File: config.mk
export PLATFORM = sky130hd
export DESIGN_NAME = branch_ctrl
export DESIGN_NICKNAME = d
export VERILOG_FILES = /design/src/rtl/branch_ctrl_pkg.sv /design/src/rtl/branch_ctrl_bht_2bit.sv /design/src/rtl/branch_ctrl.sv
export SDC_FILE = /design/constraint.sdc
export NUM_CORES = 1
export LEC_CHECK = 0
export ABC_AREA = 1
export CORE_MARGIN = 10
export CORE_UTILIZATION = 35
export CTS_CLUSTER_DIAMETER = 40
export DETAILED_ROUTE_END_ITERATION = 7
export SYNTH_ARGS = -nofsm -noshare
export SYNTH_HDL_FRONTEND = slang
export SYNTH_SLANG_ARGS = --single-unit
File: constraint.sdc
create_clock -name clk -period 3.5 [get_ports clk]
set_input_delay 0.7 -clock clk [delete_from_list [all_inputs] [get_ports clk]]
set_output_delay 0.7 -clock clk [all_outputs]
set_load 0.02 [all_outputs]
File: src/rtl/branch_ctrl_pkg.sv
// branch_ctrl_pkg: types and constants shared by the branch controller,
// its counter table and jump_control.
//   - BJ_OP_BUS / bj_op_t / EXE_BJOP_*  : branch/jump opcode encodings
//   - BHT_SNT..BHT_ST                    : 2-bit bimodal counter states
//   - bc_state_t                         : redirect sequencer states
//   - helpers classifying opcodes and saturating a counter
package branch_ctrl_pkg;

  localparam int BJ_OP_BUS = 4;
  typedef logic [BJ_OP_BUS-1:0] bj_op_t;

  localparam bj_op_t EXE_BJOP_NOOP = 4'd0;
  localparam bj_op_t EXE_BJOP_BEQ  = 4'd1;
  localparam bj_op_t EXE_BJOP_BNE  = 4'd2;
  localparam bj_op_t EXE_BJOP_BLT  = 4'd3;
  localparam bj_op_t EXE_BJOP_BGE  = 4'd4;
  localparam bj_op_t EXE_BJOP_BLTU = 4'd5;
  localparam bj_op_t EXE_BJOP_BGEU = 4'd6;
  localparam bj_op_t EXE_BJOP_JUMP = 4'd7;

  localparam logic [1:0] BHT_SNT = 2'd0;
  localparam logic [1:0] BHT_WNT = 2'd1;
  localparam logic [1:0] BHT_WT  = 2'd2;
  localparam logic [1:0] BHT_ST  = 2'd3;

  typedef enum logic [0:0] {
    BC_IDLE     = 1'b0,
    BC_REDIRECT = 1'b1
  } bc_state_t;

  // Conditional branches are the only ops that train the table.
  function automatic logic is_cond_op(input bj_op_t op);
    case (op)
      EXE_BJOP_BEQ, EXE_BJOP_BNE, EXE_BJOP_BLT,
      EXE_BJOP_BGE, EXE_BJOP_BLTU, EXE_BJOP_BGEU: is_cond_op = 1'b1;
      default:                                    is_cond_op = 1'b0;
    endcase
  endfunction

  // Undefined encodings fall out as "not a branch/jump".
  function automatic logic is_bj_op(input bj_op_t op);
    is_bj_op = is_cond_op(op) | (op == EXE_BJOP_JUMP);
  endfunction

  function automatic logic [1:0] bht_sat_update(input logic [1:0] ctr, input logic taken);
    if (taken) begin
      bht_sat_update = (ctr == BHT_ST) ? BHT_ST : ctr + 2'd1;
    end else begin
      bht_sat_update = (ctr == BHT_SNT) ? BHT_SNT : ctr - 2'd1;
    end
  endfunction

endpackage

File: src/rtl/branch_ctrl_bht_2bit.sv
// bht_2bit: array of 2-bit saturating counters.
//   clk, rst         : clock, synchronous active-high reset (all -> weakly not-taken)
//   rd_idx / rd_ctr  : combinational read port (returns pre-update value)
//   wr_en, wr_idx,
//   wr_taken         : registered saturating update, visible next cycle
module bht_2bit
  import branch_ctrl_pkg::*;
#(
  parameter int ENTRIES = 64,
  localparam int IDX_W = $clog2(ENTRIES)
) (
  input  logic             clk,
  input  logic             rst,
  input  logic [IDX_W-1:0] rd_idx,
  output logic [1:0]       rd_ctr,
  input  logic             wr_en,
  input  logic [IDX_W-1:0] wr_idx,
  input  logic             wr_taken
);

  logic [1:0] ctr_r [ENTRIES];

  assign rd_ctr = ctr_r[rd_idx];

  // Counter storage: whole-table reset in one cycle, single saturating write port.
  always_ff @(posedge clk) begin
    if (rst) begin
      for (int i = 0; i < ENTRIES; i++) begin
        ctr_r[i] <= BHT_WNT;
      end
    end else if (wr_en) begin
      ctr_r[wr_idx] <= bht_sat_update(ctr_r[wr_idx], wr_taken);
    end
  end

endmodule

File: src/rtl/branch_ctrl.sv
// branch_ctrl: bimodal branch predictor plus mispredict redirect sequencer.
//   clk, rst                         : clock, synchronous active-high reset
//   if_pc, if_is_cbranch, if_is_jump : fetch-side lookup; if_pred_taken (comb)
//   ex_*                             : instruction resolving in EX
//   redirect_valid/ready/pc          : PC override handshake to fetch
//   flush_ifid                       : kill IF/ID and ID/EX while redirecting
//   branch_cnt, mispred_cnt          : performance counters (wrap mod 2^32)
module branch_ctrl
  import branch_ctrl_pkg::*;
#(
  parameter int BHT_ENTRIES = 64,
  parameter int XLEN        = 32
) (
  input  logic            clk,
  input  logic            rst,
  input  logic [XLEN-1:0] if_pc,
  input  logic            if_is_cbranch,
  input  logic            if_is_jump,
  output logic            if_pred_taken,
  input  logic            ex_valid,
  input  logic            ex_stall,
  input  logic [XLEN-1:0] ex_pc,
  input  bj_op_t          ex_bj_op,
  input  logic            ex_pred_taken,
  input  logic [XLEN-1:0] ex_pred_target,
  input  logic [XLEN-1:0] ex_target,
  input  logic            ex_b_taken,
  output logic            redirect_valid,
  input  logic            redirect_ready,
  output logic [XLEN-1:0] redirect_pc,
  output logic            flush_ifid,
  output logic [31:0]     branch_cnt,
  output logic [31:0]     mispred_cnt
);

  localparam int IDX_W = $clog2(BHT_ENTRIES);

  logic [IDX_W-1:0] if_idx;
  logic [IDX_W-1:0] ex_idx;
  logic [1:0]       if_ctr;
  logic             resolve;
  logic             mispredict;
  logic             train_en;
  logic [XLEN-1:0]  corrected_pc;
  bc_state_t        state_r;
  bc_state_t        state_nxt;
  logic [XLEN-1:0]  redirect_pc_r;
  logic [31:0]      branch_cnt_r;
  logic [31:0]      mispred_cnt_r;
  logic             unused_bits;

  // Word-aligned PCs: bits [1:0] never vary, so indexing starts at bit 2.
  assign if_idx = if_pc[IDX_W+1:2];
  assign ex_idx = ex_pc[IDX_W+1:2];
  assign unused_bits = ^{if_pc[XLEN-1:IDX_W+2], if_pc[1:0], if_ctr[0]};

  bht_2bit #(.ENTRIES(BHT_ENTRIES)) u_bht (
    .clk      (clk),
    .rst      (rst),
    .rd_idx   (if_idx),
    .rd_ctr   (if_ctr),
    .wr_en    (train_en),
    .wr_idx   (ex_idx),
    .wr_taken (ex_b_taken)
  );

  assign if_pred_taken = if_is_jump | (if_is_cbranch & if_ctr[1]);

  // Resolve/mispredict decode; wrong-path EX contents are ignored outside IDLE.
  always_comb begin
    resolve = 1'b0;
    if (ex_valid && !ex_stall && (state_r == BC_IDLE) && is_bj_op(ex_bj_op)) begin
      resolve = 1'b1;
    end else begin
      resolve = 1'b0;
    end
    mispredict   = resolve & ((ex_b_taken != ex_pred_taken) |
                              (ex_b_taken & ex_pred_taken & (ex_target != ex_pred_target)));
    train_en     = resolve & is_cond_op(ex_bj_op);
    corrected_pc = ex_b_taken ? ex_target : (ex_pc + XLEN'(3'd4));
  end

  // State register; redirect_pc is captured on the mispredict edge and then held.
  always_ff @(posedge clk) begin
    if (rst) begin
      state_r       <= BC_IDLE;
      redirect_pc_r <= {XLEN{1'b0}};
    end else begin
      state_r <= state_nxt;
      if (mispredict) begin
        redirect_pc_r <= corrected_pc;
      end else begin
        redirect_pc_r <= redirect_pc_r;
      end
    end
  end

  // Next-state logic.
  always_comb begin
    state_nxt = state_r;
    case (state_r)
      BC_IDLE: begin
        if (mispredict) state_nxt = BC_REDIRECT;
        else            state_nxt = BC_IDLE;
      end
      BC_REDIRECT: begin
        if (redirect_ready) state_nxt = BC_IDLE;
        else                state_nxt = BC_REDIRECT;
      end
      default: state_nxt = BC_IDLE;
    endcase
  end

  // Moore outputs decoded from the state register only.
  always_comb begin
    redirect_valid = 1'b0;
    flush_ifid     = 1'b0;
    case (state_r)
      BC_REDIRECT: begin
        redirect_valid = 1'b1;
        flush_ifid     = 1'b1;
      end
      default: begin
        redirect_valid = 1'b0;
        flush_ifid     = 1'b0;
      end
    endcase
    redirect_pc = redirect_pc_r;
  end

  // Performance counters.
  always_ff @(posedge clk) begin
    if (rst) begin
      branch_cnt_r  <= 32'd0;
      mispred_cnt_r <= 32'd0;
    end else begin
      if (resolve)    branch_cnt_r  <= branch_cnt_r + 32'd1;
      if (mispredict) mispred_cnt_r <= mispred_cnt_r + 32'd1;
    end
  end

  assign branch_cnt  = branch_cnt_r;
  assign mispred_cnt = mispred_cnt_r;

endmodule

# [Word level (Yosys, flattened, before mapping)]
# Memory sizes are Yosys's and may differ from the RTL's.
# Cells that the tools add are included.
[totals] regBits=97 mem_bits_rw=128 in_bits=141 out_inout_bits=99 n_memories=1
[memory_table] name="u_bht.ctr_r" words=64 width=2 rd=2 rd_ports_with_merged_regs=0 wr=64 line="branch_ctrl_bht_2bit.sv:21" text="logic [1:0] ctr_r [ENTRIES];"
[op_classes] n_addsub=5 n_eq_ne=10 muxes=20 n_bitwise=9 n_reduce_logical=7
[op_table] operator="$add 32x1->32 const B" n=2
[op_table] operator="$add 32x3->32 const B" n=1
[op_table] operator="$mux 32" n=1
[op_table] operator="$ne 32x32->1" n=1
[op_table] operator="$eq 4x3->1 const B" n=4
[op_table] operator="$mux 2" n=6
[op_table] operator="$mux 1" n=11
[op_table] operator="$eq 4x2->1 const B" n=2
[op_table] operator="$mux 6" n=1
[op_table] operator="$reduce_or 6->1" n=1
[op_table] operator="$and 1x1->1" n=5
[op_table] operator="$eq 4x1->1 const B" n=1
[op_table] operator="$logic_and 1x1->1" n=3
[op_table] operator="$or 1x1->1" n=3
[op_table] operator="$add 2x1->2 const B" n=1
[op_table] operator="$eq 2x2->1 const B" n=1
[op_table] operator="$logic_not 2->1" n=1
[op_table] operator="$pmux 1 s2" n=1
[op_table] operator="$reduce_or 2->1" n=1
[op_table] operator="$sub 2x1->2 const B" n=1
[op_table] operator="$logic_not 1->1" n=1
[op_table] operator="$ne 1x1->1" n=1
[op_table] operator="$not 1->1" n=1

# [Logic depth before layout (Yosys ltp)]
# Gate-level depths: netlist of run 1.
[logic_depth] depth_word=12 ltp_mapped=15

# [Cells and area by module]
# Synthesis of run 1 repeated with hierarchy kept, for this count alone.
[hier_totals] cells_unflattened=2245 hier_area_um2=14785.4
[modules_own_cells] mod="bht_2bit" instances=1 cells_per_inst=1142 area_per_inst_um2=8164.1 seq_area_each_um2=3843.7
[modules_own_cells] mod="branch_ctrl" instances=1 cells_per_inst=1103 area_per_inst_um2=6621.4 seq_area_each_um2=1941.9

# [Worst setup path after synthesis of run 1]
# OpenSTA, ideal clock, no wires.
[synth_timing] path_type="in2out" from="input port if_pc[2]" to="output port if_pred_taken" arrival_time_ns=1.965 t_required_ns=2.800 setup_slack_ns=0.835 cell_stages=12 path_buffers=2 path_cell_list="clkbuf_1 -> clkbuf_1 -> a21oi_1 -> o21ai_0 -> nand3_1 -> nand2_1 -> nand2_1 -> nand3_1 -> nand2_1 -> nand2_1 -> nand3_1 -> nand2_1"
[synth_via] elab_chain_len=3
[synth_lines] item="from (decl)" line="branch_ctrl.sv:16" text="input logic [XLEN-1:0] if_pc,"
[synth_lines] item="$mem_v2 64x2"
[synth_lines] item="$and 1x1->1" line="branch_ctrl.sv:67" text="assign if_pred_taken = if_is_jump | (if_is_cbranch & if_ctr[1]);"
[synth_lines] item="$or 1x1->1" line="branch_ctrl.sv:67"
[synth_lines] item="to (decl)" line="branch_ctrl.sv:19" text="output logic if_pred_taken,"
# Every way passes these cells.

# [Final worst setup path of run 1]
# Ends and elaborated chain as after synthesis.

==> results of run 1 <==
==> layer usage <==
layer,GRT usage [%],vias up
met1,25.2,6808
li1,-,7121
met2,32.5,512
met3,4.20,105
met5,0,-
met4,8.37,0
==> worst max-delay path: stages <==
cell,delay [ns]
clkdlybuf4s50_1,0.53
clkinv_1,0.12
buf_12,0.17
o211ai_1,0.19
nand3_1,0.09
nand2_1,0.11
nand2_1,0.06
nand3_1,0.07
nand2_1,0.08
nand2_1,0.06
nand3_1,0.07
nand2_1,0.06
clkbuf_2,0.16
==> timing repair <==
item / CTS / global route
setup endpoints to repair: 1 / 1
gates cloned: 0 / 0
resized for setup: 2 / 2
pin swaps: 0 / 0
==> report_power, final <==
group / switching, µW / internal, µW / leakage, µW / total, µW
Sequential: 29.3 / 2840 / 0.00193 / 2870
Combinational: 729 / 433 / 0.00449 / 1160
Clock: 1500 / 3090 / 0.000778 / 4590
Total: 2250 / 6370 / 0.00720 / 8620
==> cell usage after synthesis, drive strengths merged <==
master / instances / area, µm²
o211ai: 46 / 429
xnor2: 38 / 333
or3: 1 / 6.26
nand2: 564 / 2170
dfxtp: 97 / 1940
clkinv: 8 / 30.0
xor2: 32 / 280
a31oi: 3 / 18.8
a31o: 1 / 8.76
nor3: 38 / 190
edfxtp: 128 / 3840
a21boi: 1 / 7.51
ha: 4 / 50.1
a21oi: 115 / 576
nand4: 18 / 113
nand3: 208 / 1060
o21ai: 72 / 360
nor4: 4 / 25.0
mux2i: 4 / 40.0
o31a: 1 / 8.76
o21a: 3 / 22.5
nor2: 310 / 1670
clkbuf: 51 / 191
nor3b: 2 / 15.0
buf: 50 / 397
a21o: 1 / 7.51
a22oi: 3 / 22.5
inv: 226 / 848
or2: 12 / 75.1
nand3b: 11 / 82.6
==> final timing paths <==
check,from,endpoint,slack [ns],depth (start not counted)
max,if_pc[2],if_pred_taken,0.30,13
min,redirect_pc[2]$_SDFFE_PP0P_,redirect_pc[2]$_SDFFE_PP0P_,0.47,2
max reg2reg,state_r$_SDFF_PP0_,u_bht.ctr_r[27][1]$_SDFFCE_PN0P_,1.02,10
min reg2reg,redirect_pc[2]$_SDFFE_PP0P_,redirect_pc[2]$_SDFFE_PP0P_,0.47,2
==> cell usage in the layout, fill, tap and decap left out, types with 47 or more instances in the layout <==
| master | count |
|---|---|
| nand3_1 | 206 |
| nor2_1 | 241 |
| inv_1 | 218 |
| nor2_4 | 64 |
| clkdlybuf4s50_1 | 210 |
| buf_4 | 54 |
| nand2_1 | 554 |
| o21ai_0 | 60 |
| clkbuf_16 | 47 |
| dfxtp_1 | 97 |
| edfxtp_1 | 128 |
| a21oi_1 | 115 |
==> flip-flops by register name (all words and copies together) (netlist names) <==
register and count:
state_r 1, u_bht.ctr_r 128, redirect_pc 32, mispred_cnt 32
branch_cnt 32
==> metrics by stage <==
stage	setup slack (ns)	instances	hold WS, ns	instance area, µm²
floorplan	0.835	2052	0.537	14800
global placement	-0.112	2775	0.450	17800
detailed placement	-0.115	2775	0.459	17800
CTS	0.150	2857	0.469	19400
global route	0.133	2859	0.488	19400
finish	0.304	2859	0.467	19400
==> layout make-up <==
cell class | count | area, µm² | share of cell area [%]
antenna | 2 | 5.00 | 0.0258
inverter | 234 | 881 | 4.54
clock buffer | 56 | 1230 | 6.34
tap | 539 | 674 | 3.47
clock inverter | 26 | 374 | 1.93
multi-input combinational | 1492 | 7570 | 39.0
timing repair buffer | 285 | 2890 | 14.9
sequential | 225 | 5790 | 29.8
==> kinds of logic (layout without fill, tap and decap cells) <==
group / count (synthesis) / count (layout) / synth area share (%)
and+or+nand+nor: 1168 / 1168 / 36.5
adders and majority gates: 4 / 4 / 0.338
muxes: 4 / 4 / 0.270
other: 0 / 2 / 0
buffers and inverters: 335 / 601 / 9.90
xor gates and xnor gates: 70 / 70 / 4.14
DFF: 225 / 225 / 39.0
AOI/OAI and AO/OA: 246 / 246 / 9.86
==> summary by stage, run 1 <==
Run status
The run finished with clean final reports.

Route
The routed wire length is 52000 µm. The total met2 wirelength after detailed routing is 24800 µm. For this run, design rule violations remaining after detail routing come to 0. After detailed routing, the number of vias per cell comes to 5.09.

The final routed wire length divided by cell count is 18.2 µm. The wire length on met1 is between 20000 and 25000 µm. The first detailed-routing pass took 5 iterations.

Wire segments on met3 add up to 3720 µm in the final route. The final route contains 14.5k vias. The first routing iteration left roughly 1.2k violations. The residual antenna-violating net count after detailed routing is 0. The top routing layer in use is met4.

Timing
Derived from the worst setup path, the maximum achievable clock frequency is ~310 MHz. The final count of pins violating max slew is 0. After layout, the minimum clock period comes to approximately 3.2 ns.

The final-layout setup total negative slack is 0 ns. The transition time at the pin with the least slew margin is 0.762 ns. The worst pin sits at a relative slew slack of approximately half.

Setup violations remaining at the end of the flow were counted as 0. The total count of hold-check failures in the final report is 0. The post-route clock skew is 0.0205 ns. Dividing the final minimum period by the clock period gives 91.3%. Setup repair after global routing left no endpoint under its margin.

Worst setup path
The worst setup path is captured at an output port. At the worst endpoint, the required time is 2.80 ns. The critical path data arrival time is 2.50 ns. The critical path in this run is classified as in -> out. The worst setup path is launched from a primary input. The highest net fanout along the worst path is 26.

Place
During placement, the flow inserted port buffers numbering 213. The placer's final routability congestion estimate is around 0.94. The half-perimeter wire length after placement is 38300 µm.

GRT
The total track usage is 20.0%. The number of antenna violations at the first check in global routing was 2. The via count of the first global-routing pass is 14.2k. The wire length of the first global-routing pass is about 80000 µm. The overall overflow remaining after global route is 0.

Entering global routing, the biggest net connects a little over 100 pins.

Cells and area
The final layout contains 2427 nets. The share of the core filled with cells is about 46%. The layout has approximately 4.2k filler cells. The growth of design area from synthesis to finish is 31.0%.

The layout cell share with drive strength beyond 1 is a little under an eighth.

Clock network
Hold repair after CTS inserted 0 buffers. TritonCTS built the clock tree. The clock-pin slew on the worst setup and hold paths is 0.05 ns. Counting along the longest clock path gives a buffer depth of 3. The H-tree was split into 2 levels. Buffers added to address setup during post-CTS repair amount to 0. The clock sink total is approximately 230. The TritonCTS buffer count is 44.

The clock latency on the worst-skew pair is 0.56 ns. In this run the clock root is driven by a clkbuf_16.

Logic synthesis
Summing the sequential cell areas from Yosys gives 39.0% of the chip area. The number of distinct library cell variants in the gate-level netlist after synthesis is 47. The average cell area after synthesis is 7.22 µm².

In the synthesized netlist, the number of instances is 2052. Yosys printed 0 warnings. The total of flip-flops plus latches after synthesis is 225. Summing every instance area after synthesis gives 14800 µm². The synthesized netlist net count is 2197.

Power
VDD sags by at most 0.321 mV. The total leakage power is 0.00720 µW. The total power is 8620 µW. The power density over the cells is roughly 440 nW/µm².

Job
The max-capacitance violation count is 0.

Floorplanning
The die covers 51000 µm². The width of the chip is ~230 µm. The floorplan has 75 rows.

From bottom edge to top edge, the die measures 226 µm. In this run the standard cell core region covers 41900 µm². During I/O placement, the number of pins put on the boundary was 240. For this configuration, the core starts out at a cell density of 35.3%.

Worst hold path
The class of the tightest hold or removal check is reg -> reg.
(Power assumes the default switching activity.)
==> run 2: changes to the inputs <==
--- a/config.mk
+++ b/config.mk
@@ -12,4 +12,5 @@
 export DETAILED_ROUTE_END_ITERATION = 7
 export SYNTH_ARGS = -nofsm -noshare
 export SYNTH_HDL_FRONTEND = slang
+export SYNTH_HIERARCHICAL = 1
 export SYNTH_SLANG_ARGS = --single-unit
==> run 2 against run 1 <==
Against the previous run: critical path depth unchanged; area after synthesis down 3.6%; setup slack worse by 0.14 ns; via count down 0.12%; sequential power about the same; highest routed layer is now met5.
==> summary by stage, run 2 <==
Run status
The flow ran to the end, and the final reports show no timing, DRC or antenna violations.

Timing
The final cycle utilization of the critical path is 95.2% (+3.9 points). The final-layout setup total negative slack is 0 ns (unchanged). The post-route worst hold slack is 0.485 ns (+0.0189 ns).

Setup repair after global routing left no endpoint under its margin. The final setup violation count is 0 (unchanged). The post-route clock skew was 0.0218 ns (+0.00131 ns). The final count of pins violating max slew is 0 (unchanged). The setup slack after layout was 0.168 ns (-0.136 ns). The final critical delay including setup and external delays is 3.33 ns (+0.136 ns).

The total count of hold-check failures in the final report was 0 (unchanged). The highest achievable clock rate is 300 MHz (-4.1%). The transition time at the pin with the least slew margin came to 0.819 ns (+0.0574 ns). The relative slew slack is 45.4% (-3.8 points).

Worst setup path
The worst setup path is launched from a primary input. STA classifies the critical path endpoint as an output port. The highest net fanout along the worst path is 23 (-12%).

The startpoint of the worst-slack reg-to-reg timing path is state_r$_SDFF_PP0_. The critical path data arrival time is 2.63 ns (+0.13 ns). The worst endpoint required time is 2.80 ns (about the same). The internal reg-to-reg setup slack came to 0.92 ns (-0.10 ns).

The number of cells on the worst reg-to-reg path is 10 (unchanged). The worst setup path category is in -> out. The worst reg2reg path endpoint is u_bht/ctr_r[50][0]$_SDFFCE_PN1P_.

Worst hold path
The beginning of the worst hold path is redirect_pc[6]$_SDFFE_PP0P_. The class of the tightest hold or removal check is reg -> reg. The number of cells on the worst hold path is 2 (unchanged). For hold timing, the worst endpoint is redirect_pc[6]$_SDFFE_PP0P_.

GRT
The overall overflow remaining after global route is 0 (unchanged). The number of antenna violations at the first check in global routing is 3 (+1). The largest net degree at the start of global routing is 65 (-36%). The total track usage is 18.9% (-1.1 points). The wire length of the first global-routing pass is 75600 µm (-5.5%).

The via count of the first global-routing pass is 13.8k (-2.7%).

Route
The via count normalized by instance count came to 5.00 (-1.7%). The final routed DRC violation total is 0 (unchanged). The first-pass iteration count of the detailed router is 6 (+1). The total via count after detailed routing was 14.5k (-0.12%). The routed wire length is 48300 µm (-7.1%). The count of routing violations after the opening detailed-route iteration came to 1228 (+5.2%). The residual antenna-violating net count after detailed routing came to 0 (unchanged).

The final routed wire length divided by cell count came to 16.6 µm (-8.5%).

Logic synthesis
The synthesized netlist net count came to 2294 (+4.4%). The cell count after synthesis is 2149 (+4.7%). The count of warnings emitted by yosys is 6 (+6).

The cell area after synthesis is 14300 µm² (-3.6%). The average cell area after synthesis came to 6.65 µm² (-7.9%).

Clock network
The TritonCTS buffer count is 42 (-4.5%). The count of hold buffers inserted by post-cts repair is 0 (unchanged). The clock sink total is 225 (unchanged). The library cell used as clock root buffer is clkbuf_16. The deepest level of the CTS H-tree is 2 (unchanged). The worst-case clock buffer depth is 3 (unchanged).

The clock latency on the worst-skew pair is 0.55 ns (about the same). The post-CTS setup-driven buffer insertion count is 0 (unchanged). The clock-pin slew on the worst setup and hold paths is 0.05 ns (about the same).

The TritonCTS clock tree is yes.

Cells and area
The number of fill cells in the layout came to 4093 (-2.0%). The top cell types in the final layout, fill and taps aside, are nand2_1 (668), nor2_1 (366), inv_1 (235). The number of flip-flops under the largest register name is 128 (unchanged). The layout cell share with drive strength beyond 1 was 6.78% (-4.6 points). The growth of design area from synthesis to finish is 29.3%. The most common cell after layout, fill and taps aside is nand2_1. The share of the core filled with cells was 46.2% (-0.092 points). The number of nets in the layout is 2489 (+2.6%).

Ranked by flip-flop count, first place goes to u_bht/ctr_r. The number of standard cells in the layout, taps in and fillers out was 2904 (+1.6%).

Place
The half-perimeter wire length after placement is 35300 µm (-7.8%). The number of placed cells counting well taps is 2825 (+1.8%). The placer's final routability congestion estimate is 0.902 (-3.7%).

The number of buffers added on ports is 213 (unchanged). The post-placement worst setup slack is -0.287 ns (-0.172 ns).

Floorplanning
The width of the chip is 222 µm (-1.6%). The count of standard-cell rows was 73 (-2.7%). The I/O pin count was 240 (unchanged). The core box area is 40000 µm² (-4.6%). The initial core utilization is 35.7% (+0.39 points).

The floorplan die area came to 49300 µm² (-3.3%). The height of the die was 222 µm (-1.6%).

Job
The max-capacitance violation count is 0 (unchanged).

Power
The total leakage power is 0.00734 µW (+1.9%). The worst vdd rail ir drop is 0.304 mV (-5.1%). The power density over the cells is 442 nW/µm² (-0.41%).
==> run 2: cell type report <==
type | count | area, µm² | area share, %
Multi-Input combinational cell | 1569 | 6980 | 37.8
Sequential cell | 225 | 5790 | 31.3
Timing Repair Buffer | 264 | 2660 | 14.4
Clock buffer | 45 | 1090 | 5.92
Inverter | 242 | 908 | 4.92
Tap cell | 525 | 657 | 3.56
Clock inverter | 31 | 382 | 2.07
Antenna cell | 3 | 7.51 | 0.0406
==> run 2: power by group <==
part           total, µW  internal (µW)  switching, µW
clock               4270           2840           1420
combinational       1030            392            638
sequential          2870           2840           34.2
total               8170           6080           2090
==> run 2: worst max path at each step <==
stage	cells past startpoint	startpoint	slack (ns)	to
6_report	13	if_pc[2]	0.17	if_pred_taken
5_1_grt	13	if_pc[2]	0.02	if_pred_taken
4_1_cts	12	if_pc[3]	0.03	if_pred_taken
3_5_place_dp	13	if_pc[2]	-0.29	if_pred_taken
3_3_place_gp	13	if_pc[2]	-0.25	if_pred_taken
2_1_floorplan	12	if_pc[2]	0.74	if_pred_taken
==> run 2: per-stage QoR <==
| stage | total power [µW] | instance area, µm² |
|---|---|---|
| floorplan | 3520 | 14300 |
| global placement | 3940 | 17000 |
| detailed placement | 3950 | 17000 |
| CTS | 8250 | 18500 |
| global route | 8470 | 18500 |
| finish | 8170 | 18500 |
==> run 2: metal layers <==
layer  track usage [%]  vias to the layer above  part of all wire [%]
met3              3.90                       94                   6.2
met5                 0                        -                 0.021
met4              6.82                        2                   3.1
met2              32.7                      478                    49
li1                  -                     7213                     -
met1              22.5                     6741                    41
==> run 2: timing repair <==
item / in CTS / in global routing
pin swaps: 0 / 0
gates resized for setup: 2 / 2
endpoints found under the setup margin: 1 / 1
==> run 2: worst max-delay path: stages <==
cell and delay (ns):
dlygate4sd2_1 0.32, inv_1 0.12, buf_12 0.17, o21ai_0 0.14, o22ai_1 0.09, nand2_1 0.06, nand2_1 0.06, a21oi_1 0.13
o21ai_0 0.16, nand3_1 0.12, nand2_1 0.08, a21o_1 0.15, dlygate4sd2_1 0.31
==> variant (config.mk and constraints of run 1) <==
The parameter `XLEN` goes from 32 to 48.
--- a/src/rtl/branch_ctrl.sv
+++ b/src/rtl/branch_ctrl.sv
@@ -9,7 +9,7 @@
   import branch_ctrl_pkg::*;
 #(
   parameter int BHT_ENTRIES = 64,
-  parameter int XLEN        = 32
+  parameter int XLEN        = 48
 ) (
   input  logic            clk,
   input  logic            rst,
Ports: changed (5 resized); port bits go from 240 to 320. No check against the original RTL was run, so the function may have changed too.
==> variant against run 1 <==
  * Combinational power rose by 4%
  * Final area rose by 6.2%
  * Routed wire length rose by 24%
  * Setup slack got worse by 0.016 ns
  * Clock power fell by 6.5%
  * Power fell by 0.77%
  * Sequential cell count rose by 16
  * Synthesized area rose by 5.6%
  * Critical path type unchanged
==> variant: results (changes against run 1) <==
| Metric | Value |
|---|---|
| Top cells by area, synth | edfxtp_1, nand2_1, dfxtp_1 |
| Filler cells | 4494 (+7.6%) |
| Root Driver | clkbuf_16 |
| First-pass GRT wire length | 97100 um (+21%) |
| Post-synthesis net count | 2572 (+17%) |
| Sequential-to-total area share from yosys stat | 39.0% (about the same) |
| Status | complete, no violations |
| Initial DRC Count | 1541 (+32%) |
| Worst vdd rail ir drop | 0.325 mV (+1.4%) |
| CTS Buffer Depth | 3 (unchanged) |
| DRC Markers | 0 (unchanged) |
| Reg2reg setup slack | 1.10 ns (+0.08 ns) |
| Largest net degree at the start of global routing | 115 (+14%) |
| Initial antenna violation count | 0 (-2) |
| CP max FO | 42 (+62%) |
| Top post-synthesis cells by count | nand2_1, nor2_1, inv_1, nand3_1, a21oi_1 |
| Hpwl dp | 48400 um (+26%) |
| All-Layer GR Usage | 23.3% (+3.3 points) |
| Routed vias | 16800 (+16%) |
| # diodes | 0 (-2) |
| Vias in the first global route | 16000 (+13%) |
| Pre-CTS WS | -0.107 ns (+0.00750 ns) |
| Overall routed net length | 64700 um (+24%) |
| Placement Cell Area | 19100 um^2 (+7.5%) |
| GP Congestion | 0.974 (+4.0%) |
| TritonCTS buffer count | 45 (+2.3%) |
| I/O Buffers | 277 (+30%) |
| P_leak | 7.81 nW (+8.5%) |
| Slew @ Worst Pin | 0.933 ns (+0.171 ns) |
| DRT Pass-1 Iters | 6 (+1) |
| Clk_skew | 0.0173 ns (-0.00323 ns) |
| Skew-Pair Late Insertion Delay | 0.57 ns |
| Share of layout cells above drive strength 1 | 5.84% (-5.5 points) |
| Setup ws final | 0.288 ns (-0.0161 ns) |
| P_int | 6.20 mW (-2.6%) |
| Netlist cell types | 38 (-19%) |
-- variant: power groups by stage --
stage                     sequential [mW]  combinational, mW  clock (mW)
after floorplan                      3.12              0.598           0
after global placement               3.11               1.19           0
after detailed placement             3.11               1.20           0
after CTS                            3.05               1.20        4.37
after global routing                 3.06               1.31        4.50
final                                3.06               1.21        4.29
-- variant: layout make-up --
cell class / count / area share [%]
inverters: 217 / 3.97
multi-input cells: 1784 / 39.8
clock buffers: 58 / 6.00
flip-flops and latches: 241 / 29.6
clock inverters: 24 / 1.22
repair buffers: 329 / 15.8
well taps: 592 / 3.59
-- variant: per-stage QoR --
stage                     cells  TNS (ns)  util [%]  total power [mW]  hold slack, ns
after floorplan            2363         0         -              3.72           0.541
after global placement     3163    -0.133      43.3              4.30           0.451
after detailed placement   3163    -0.107      43.3              4.31           0.454
after CTS                  3245         0      46.6              8.63           0.462
after global routing       3245         0      46.6              8.86           0.473
final                      3245         0      46.6              8.55           0.459
-- variant: path summary, 6_finish.rpt --
kind                                                   start                                to  depth (start not counted)
worst max-delay path                                if_pc[2]                     if_pred_taken                         13
worst max register to register            state_r$_SDFF_PP0_  u_bht.ctr_r[61][0]$_SDFFCE_PN1P_                          9
worst min register to register  redirect_pc[15]$_SDFFE_PP0P_      redirect_pc[15]$_SDFFE_PP0P_                          2
worst min-delay path            redirect_pc[15]$_SDFFE_PP0P_      redirect_pc[15]$_SDFFE_PP0P_                          2
-- variant: what timing repair did --
| action | CTS | global route |
|---|---|---|
| setup endpoints to repair | 1 | 1 |
| endpoints found under the hold margin | 0 | 0 |
| hold buffers | 0 | 0 |
| resized for setup | 2 | 2 |
-- variant: per-layer routing --
metal | wire, um | vias to the layer above | GRT usage, %
met4 | 2370 | 0 | 9.02
li1 | - | 8139 | -
met2 | 30000 | 670 | 38.2
met5 | 0 | - | 0
met1 | 26800 | 7885 | 29.4
met3 | 5430 | 110 | 4.97
-- variant: cells by family (layout without fill, tap and decap cells) --
kind of cell | Yosys count | count (layout) | synth area share, %
DFF | 241 | 241 | 39.0
and+or+nand+nor | 1408 | 1408 | 37.2
AOI/OAI and AO/OA | 264 | 264 | 8.72
xor gates and xnor gates | 102 | 102 | 5.71
adders and majority gates | 4 | 4 | 0.320
muxes | 6 | 6 | 0.384
buffers and inverters | 338 | 628 | 8.67
-- variant: worst register-to-register path: stages (launching register included) --
cell	delay [ns]
dfxtp_1	0.34
nor4_1	0.26
o21ai_2	0.13
inv_4	0.08
nand2_1	0.16
inv_2	0.21
nand4_2	0.43
nor2_1	0.32
inv_1	0.08
nand2_1	0.10
